[src/rtl/fifo_pkg.sv]
// Gray/binary helpers and default geometry shared by the async FIFO
// write-side and read-side pointer blocks.
package fifo_pkg;

   localparam int unsigned FIFO_SIZE = 4;

   function automatic logic [31:0] bin2gray(input logic [31:0] b);
      return b ^ (b >> 1);
   endfunction

   // Prefix XOR from the MSB down; callers truncate to their pointer width
   function automatic logic [31:0] gray2bin(input logic [31:0] g);
      logic [31:0] b;
      b[31] = g[31];
      for (int unsigned i = 31; i > 0; i--) begin
         b[i-1] = b[i] ^ g[i-1];
      end
      return b;
   endfunction

endpackage

[src/rtl/write_ptr_ctrl_if.sv]
// Write-side bus of the async FIFO: request/clear inputs, synced read pointer,
// RAM write port and status flags.
interface write_ptr_ctrl_if
   import fifo_pkg::*;
#(
   parameter int unsigned SIZE = FIFO_SIZE
);
   logic            winc;
   logic [SIZE:0]   wq2_rptr;
   logic            wovf_clr;
   logic            wen;
   logic [SIZE-1:0] waddr;
   logic [SIZE:0]   wptr;
   logic            wfull;
   logic            walmost_full;
   logic [SIZE:0]   wlevel;
   logic            woverflow;

   modport master (
      output winc, wq2_rptr, wovf_clr,
      input  wen, waddr, wptr, wfull, walmost_full, wlevel, woverflow
   );

   modport slave (
      input  winc, wq2_rptr, wovf_clr,
      output wen, waddr, wptr, wfull, walmost_full, wlevel, woverflow
   );
endinterface

[src/rtl/write_ptr_ctrl.sv]
// Write-domain pointer/flag controller of the async FIFO: binary and Gray
// write pointers, RAM write port, and pessimistic full/level/overflow flags.
module write_ptr_ctrl
   import fifo_pkg::*;
#(
   parameter int unsigned SIZE         = FIFO_SIZE,
   parameter int unsigned AFULL_THRESH = 14
) (
   input  logic            wclk,
   input  logic            wrst_n,
   write_ptr_ctrl_if.slave wif
);
   localparam int unsigned PW = SIZE + 1;

   logic [SIZE:0] wbin_q, wbin_d;
   logic [SIZE:0] wptr_q, wptr_d;
   logic [SIZE:0] wlevel_q, wlevel_d;
   logic [SIZE:0] rbin_s;
   logic          wfull_q, wfull_d;
   logic          wafull_q, wafull_d;
   logic          wovf_q, wovf_d;
   logic          wen;

   always_comb begin
      wen      = wif.winc & ~wfull_q;
      wbin_d   = wbin_q + {{SIZE{1'b0}}, wen};
      wptr_d   = PW'(bin2gray(32'(wbin_d)));
      rbin_s   = PW'(gray2bin(32'(wif.wq2_rptr)));
      // Full when the write pointer is one lap ahead: top two Gray bits inverted
      wfull_d  = (wptr_d == {~wif.wq2_rptr[SIZE:SIZE-1], wif.wq2_rptr[SIZE-2:0]});
      wlevel_d = wbin_d - rbin_s;
      wafull_d = (32'(wlevel_d) >= AFULL_THRESH);
      // A new overflow in the same cycle as a clear keeps the flag set
      wovf_d   = (wif.winc & wfull_q) | (wovf_q & ~wif.wovf_clr);
   end

   always_ff @(posedge wclk or negedge wrst_n) begin
      if (!wrst_n) begin
         wbin_q <= '0;
         wptr_q <= '0;
      end else begin
         wbin_q <= wbin_d;
         wptr_q <= wptr_d;
      end
   end

   always_ff @(posedge wclk or negedge wrst_n) begin
      if (!wrst_n) begin
         wfull_q  <= 1'b0;
         wafull_q <= 1'b0;
         wlevel_q <= '0;
         wovf_q   <= 1'b0;
      end else begin
         wfull_q  <= wfull_d;
         wafull_q <= wafull_d;
         wlevel_q <= wlevel_d;
         wovf_q   <= wovf_d;
      end
   end

   assign wif.wen          = wen;
   assign wif.waddr        = wbin_q[SIZE-1:0];
   assign wif.wptr         = wptr_q;
   assign wif.wfull        = wfull_q;
   assign wif.walmost_full = wafull_q;
   assign wif.wlevel       = wlevel_q;
   assign wif.woverflow    = wovf_q;

endmodule

[src/flat_wrapper.sv]
// flat-port wrapper written by rule: the top's interface ports become plain ports
module write_ptr_ctrl_flat import fifo_pkg::*;
#(
   parameter int unsigned SIZE         = FIFO_SIZE,
   parameter int unsigned AFULL_THRESH = 14
)
  (wclk, wrst_n, wif_winc, wif_wq2_rptr, wif_wovf_clr, wif_wen, wif_waddr, wif_wptr, wif_wfull, wif_walmost_full, wif_wlevel, wif_woverflow);
  write_ptr_ctrl_if #(.SIZE(SIZE)) wif_i ();
  input  logic wclk;
  input  logic wrst_n;
  input wire logic [$bits(wif_i.winc)-1:0] wif_winc;
  input wire logic [$bits(wif_i.wq2_rptr)-1:0] wif_wq2_rptr;
  input wire logic [$bits(wif_i.wovf_clr)-1:0] wif_wovf_clr;
  output wire logic [$bits(wif_i.wen)-1:0] wif_wen;
  output wire logic [$bits(wif_i.waddr)-1:0] wif_waddr;
  output wire logic [$bits(wif_i.wptr)-1:0] wif_wptr;
  output wire logic [$bits(wif_i.wfull)-1:0] wif_wfull;
  output wire logic [$bits(wif_i.walmost_full)-1:0] wif_walmost_full;
  output wire logic [$bits(wif_i.wlevel)-1:0] wif_wlevel;
  output wire logic [$bits(wif_i.woverflow)-1:0] wif_woverflow;
  assign wif_i.winc = wif_winc;
  assign wif_i.wq2_rptr = wif_wq2_rptr;
  assign wif_i.wovf_clr = wif_wovf_clr;
  assign wif_wen = wif_i.wen;
  assign wif_waddr = wif_i.waddr;
  assign wif_wptr = wif_i.wptr;
  assign wif_wfull = wif_i.wfull;
  assign wif_walmost_full = wif_i.walmost_full;
  assign wif_wlevel = wif_i.wlevel;
  assign wif_woverflow = wif_i.woverflow;
  write_ptr_ctrl #(.SIZE(SIZE), .AFULL_THRESH(AFULL_THRESH)) u_core (.wclk(wclk), .wrst_n(wrst_n), .wif(wif_i));
endmodule
[config.mk]
export PLATFORM = sky130hd
export DESIGN_NAME = write_ptr_ctrl_flat
export DESIGN_NICKNAME = d
export VERILOG_FILES = /design/src/rtl/fifo_pkg.sv /design/src/rtl/write_ptr_ctrl_if.sv /design/src/rtl/write_ptr_ctrl.sv /design/src/flat_wrapper.sv
export SDC_FILE = /design/constraint.sdc
export NUM_CORES = 1
export LEC_CHECK = 0
export CAP_MARGIN = 20
export CORE_ASPECT_RATIO = 0.9
export CORE_MARGIN = 2
export CORE_UTILIZATION = 30
export CTS_CLUSTER_SIZE = 25
export DETAILED_ROUTE_END_ITERATION = 16
export GPL_ROUTABILITY_DRIVEN = 0
export SLEW_MARGIN = 40
export SYNTH_ARGS = -nofsm -noshare
export SYNTH_HDL_FRONTEND = slang
export SYNTH_SLANG_ARGS = --single-unit
[constraint.sdc]
create_clock -name wclk -period 3.05 [get_ports wclk]
set_input_delay 0.305 -clock wclk [delete_from_list [all_inputs] [get_ports wclk]]
set_output_delay 0.305 -clock wclk [all_outputs]
set_load 0.02 [all_outputs]
== After elaboration in Yosys (flattened, before gate mapping) ==
Cells that the tools add are included.
Word-level totals
  latch bits: 0
  bits of input ports: 9
  memories kept: 0
  memory bits (writable): 0
  logic and storage cells: 22
  register bits: 18
  ROM bits: 0
Cells by class
  add/sub/neg operators: 2
  mux-type cells: 0
  shifts and indexed selects: 0
  div/mod/pow operators: 0
  reductions and logical operators: 0
  $lt $le $gt $ge: 1
  $mul: 0
  bitwise operators: 12
  eq/ne operators: 1
Operator list (number)
  adder 5 x 1 -> 5 bit: 1
  equality test 5 bit: 1
  >= comparator 5 x 4 -> 1 bit (second input constant): 1
  subtractor 5 bit: 1
  bitwise XOR 5 x 4 -> 5 bit: 1
  bitwise XOR 1 bit: 4
  bitwise AND 1 bit: 3
  NOT 1 bit: 2
  NOT 2 bit: 1
  bitwise OR 1 bit: 1

== Logic depth before layout (Yosys ltp) ==
  depth in word-level cells: 6
  mapped depth: 10
  depth with buffers taken out: 10

== Worst setup path after synthesis ==
OpenSTA, ideal clock, no wires.
  kind: register to register
  start: reg u_core.wfull_q (netlist: u_core.wif.wfull)
  end: reg u_core.wafull_q (netlist: u_core.wif.walmost_full)
  stages on the path, launching flop included: 10
  path slack: 374 ps
  clock period less this slack: 2676 ps
  data required time: 2934 ps
  data arrival time: 2560 ps
  path through: dfrtp_1 nor2b_1 ha_1 xnor2_1 inv_1 ha_1 nor2b_1 o21ai_0 a21boi_0 o311ai_0
Between the ends
  cells in the longest elaborated chain, start to end: 5
Ends and longest elaborated chain
  from (decl): line write_ptr_ctrl.sv:19  | logic wfull_q, wfull_d;
  from (signal assigned): line write_ptr_ctrl.sv:54  | wfull_q <= wfull_d;
  NOT 1 bit: line write_ptr_ctrl.sv:25  | wen = wif.winc & ~wfull_q;
  bitwise AND 1 bit: line write_ptr_ctrl.sv:25
  via wif_wen: line flat_wrapper.sv:14  | output wire logic [$bits(wif_i.wen)-1:0] wif_wen;
  adder 5 x 1 -> 5 bit: line write_ptr_ctrl.sv:26  | wbin_d = wbin_q + {{SIZE{1'b0}}, wen};
  via u_core.wbin_d[1]: line write_ptr_ctrl.sv:15  | logic [SIZE:0] wbin_q, wbin_d;
  subtractor 5 bit: line write_ptr_ctrl.sv:31  | wlevel_d = wbin_d - rbin_s;
  >= comparator 5 x 4 -> 1 bit: line write_ptr_ctrl.sv:32  | wafull_d = (32'(wlevel_d) >= AFULL_THRESH);
  via u_core.wafull_d: line write_ptr_ctrl.sv:20  | logic wafull_q, wafull_d;
  to (signal assigned): line write_ptr_ctrl.sv:55  | wafull_q <= wafull_d;
  to (decl): line write_ptr_ctrl.sv:20
The timed path passes the listed nets, and every way through them passes these cells.

== Worst setup path in the final report ==
  start: in wif_wq2_rptr[3]
  end: reg u_core.wafull_q (netlist: u_core.wif.walmost_full)
Between the ends
  cells in the longest elaborated chain, start to end: 6
Ends and longest elaborated chain
  from (decl): line flat_wrapper.sv:12  | input wire logic [$bits(wif_i.wq2_rptr)-1:0] wif_wq2_rptr;
  bitwise XOR 1 bit *: line fifo_pkg.sv:16  | b[i-1] = b[i] ^ g[i-1];
  bitwise XOR 1 bit (3 in a row): line fifo_pkg.sv:16
  subtractor 5 bit *: line write_ptr_ctrl.sv:31
  >= comparator 5 x 4 -> 1 bit *: line write_ptr_ctrl.sv:32
  via u_core.wafull_d: line write_ptr_ctrl.sv:20
The timed path passes the listed nets; every way through them passes the cells marked *.

==> out/metrics.cfg <==
[synthesis]
synth_top_family_by_area=XOR/XNOR gates
synth_xor_area_share_pct=23.5
synth-compound-area-share_pct=7.49
synth.net_count=98
netlist_area_sq_um=968
synthTopCellsByArea=dfrtp_1 44%, xnor2_1 12%, ha_1 7.8%
yosysWarnings=0
synth-seq-cells=17
synth_commonest_cells=17 x dfrtp_1, 13 x xnor2_1, 8 x inv_1
yosys.area_share.adder_pct=9.82
synth_top_cell_by_area=dfrtp_1
synth.top_cell.area_share_pct=43.9
synth_edf_count=0
yosysSeqAreaShare_pct=43.9
synth.avg_cell_area_sq_um=11.8
yosysMostFrequentCell=dfrtp_1
netlist_instances=82
ys_types=30
synthArstFlopShare_pct=100
synth_flop_cell=dfrtp_1
synth-simple-area-share_pct=11.1
synth.area.mux_share_pct=0

[die]
pin_count=27
coreArea_sq_um=3070
floorplan.die.height_microns=57.9
core.rowCount=19
start_util_pct=31.6
dieWidth_microns=63.9
die_area_sq_um=3700

[worst_setup_path]
start_kind=input port
end_kind=register
slowest_delay_ns=0.50
crit_family=XOR/XNOR gates
r2r_slack_ns=0.63
r2r-end=u_core.wif.walmost_full
cp_slowest_cell=clkdlybuf4s50_1
required_ns=3.21
crit_arrival_ns=2.86
rr_startpoint=u_core.wif.wfull
crit_type=input port to register
path_cells=clkdlybuf4s50_1 > xnor2_2 > xor2_2 > xor2_1 > xnor2_1 > ha_1 > fa_1 > nand2b_1 > a21boi_0 > or3_1 > o311ai_0
r2r_cells=9
critPathBufInv=1
path_max_fanout=3

[clock_network]
ctsResizeCount=0
cts_tree=yes
cts_setup_buffers=0
clkTransAtPathRegs_ns=0.10
cts_buffers=3
clock_latency_ns=0.29
cts_max_path_buffers=2
numClockSinks=17
cts_root_buf=clkbuf_4
htree_num_levels=1

[drt]
vias=668
drc=0
dr.pass1.iters=4
drt_wl_total_microns=1780
via_per_inst=4.28
ant_nets=0
drtIter0Drc=9
wl_per_cell_microns=11.4

[power]
pwr-share-comb_pct=66.8
switchingPower_w=0.000702
p_total_w=0.00168
vdd_ir_drop_max_mv=0.364
switching_share_pct=41.7
power.density_nw_per_um2=1270
seqPwrFrac_pct=26.2
leakage_nw=0.575
power.internal_w=0.000979
power_frac_clock_pct=7.0

[timing]
layout_setup_ws_ns=0.350
clock_skew_ns=0.00885
period_needed_ns=2.70
slew_headroom_pct=74.0
tns_ns=0
slew_violations=0
tightest_slew_ns=0.387
finalSetupViolations=0
rsz0062_at_grt=false
fmax_mhz=370
hold_viol_final=0
final.period_utilization_pct=88.5
hold_ws_ns=0.453

[final_layout]
multi_input_area_sq_um=503
fill_cells=288
diodes=0
drive_gt1_share_pct=11.4
syn_to_final_growth_pct=37.0
regArea_sq_um=425
layoutNonFillerInstCount=156
nets=131

[global_route]
track_usage_pct=10.7
grt_pass1_wl_microns=3020
overflow=0
first_global_vias=666
grt_start_max_net_pins=18
antenna_found_initial=0

[placement]
io_buffers=26
place_ws_ns=0.0327
place_inst=151
hpwl_microns=1460

[worst_hold_path]
min_path_type=input port to asynchronous set/reset pin

[run]
maxCapViolations=0

[outcome]
status=finished clean

-- worst register-to-register path, cell delays in order (launching register included) --
cell,delay [ns]
dfrtp_1,0.41
nor2b_1,0.23
ha_1,0.24
xnor2_1,0.23
inv_1,0.15
ha_1,0.30
nor2b_1,0.13
o21ai_0,0.19
nor3b_1,0.28
o311ai_0,0.16
-- worst max-delay path by stage --
stage	startpoint	endpoint	slack (ns)	cells after the start
after floorplan	u_core.wif.wfull	u_core.wif.walmost_full	0.37	9
after global placement	wif_wq2_rptr[4]	u_core.wif.walmost_full	0.13	11
after detailed placement	wif_wq2_rptr[3]	u_core.wif.walmost_full	0.03	11
after CTS	wif_wq2_rptr[3]	u_core.wif.walmost_full	0.33	11
after global routing	wif_wq2_rptr[3]	u_core.wif.walmost_full	0.10	11
final	wif_wq2_rptr[3]	u_core.wif.walmost_full	0.35	11
-- flip-flops by register name, summed over array words and instances, names as in the netlist --
name	flops
u_core.wif.wlevel	5
u_core.wif.walmost_full	1
u_core.wif.wptr	4
u_core.wif.woverflow	1
u_core.wbin_q	5
u_core.wif.wfull	1
-- metrics by stage --
step | util [%] | instance area (sq um)
after floorplan | - | 968
after global placement | 42.2 | 1290
after detailed placement | 42.2 | 1290
after CTS | 43.1 | 1320
after global routing | 43.2 | 1330
final | 43.2 | 1330
-- routing by layer --
metal  track usage, %  vias to the layer above  wire length, microns
met3             1.55                        4                    81
met4             5.59                        0                    36
met5                0                        -                     0
met1             14.7                      304                   889
li1                 -                      333                     -
met2             16.5                       27                   768
-- area by class of cell --
cell class | instances | area share [%]
Timing Repair Buffer | 30 | 21.7
Clock buffer | 3 | 1.70
Tap cell | 42 | 3.96
Multi-Input combinational cell | 55 | 37.9
Clock inverter | 1 | 0.377
Inverter | 8 | 2.26
Sequential cell | 17 | 32.1
-- timing repair --
item | in CTS | in global routing
endpoints found under the hold margin | 0 | 17
hold buffers | 0 | 1
endpoints found under the setup margin | 0 | 0
-- layout by cell type, fill, tap and decap left out, types with 3 or more instances in the layout --
cell type         n
ha_1              6
clkbuf_4          3
o21ai_0           3
xnor2_1          13
buf_4             3
xor2_1            4
inv_1             8
clkdlybuf4s50_1  25
nand2_1           4
nor2b_1           3
dfrtp_1          17
-- logic make-up (layout without fill, tap and decap cells) --
family          Yosys count  count (layout)
xor+xnor                 21              21
simple gates             17              17
compound gates           10              10
fa+ha+maj                 7               7
buf+inv                  10              42
flops                    17              17
-- power by group through the flow --
stage / registers [W] / logic (W) / clock network [W]
2_1_floorplan: 0.000557 / 0.000632 / 0
3_3_place_gp: 0.000440 / 0.00113 / 0
3_5_place_dp: 0.000446 / 0.00113 / 0
4_1_cts: 0.000441 / 0.00114 / 0.000128
5_1_grt: 0.000457 / 0.00124 / 0.000138
6_report: 0.000440 / 0.00112 / 0.000118
Note: power is estimated with default switching activity, not from simulation.
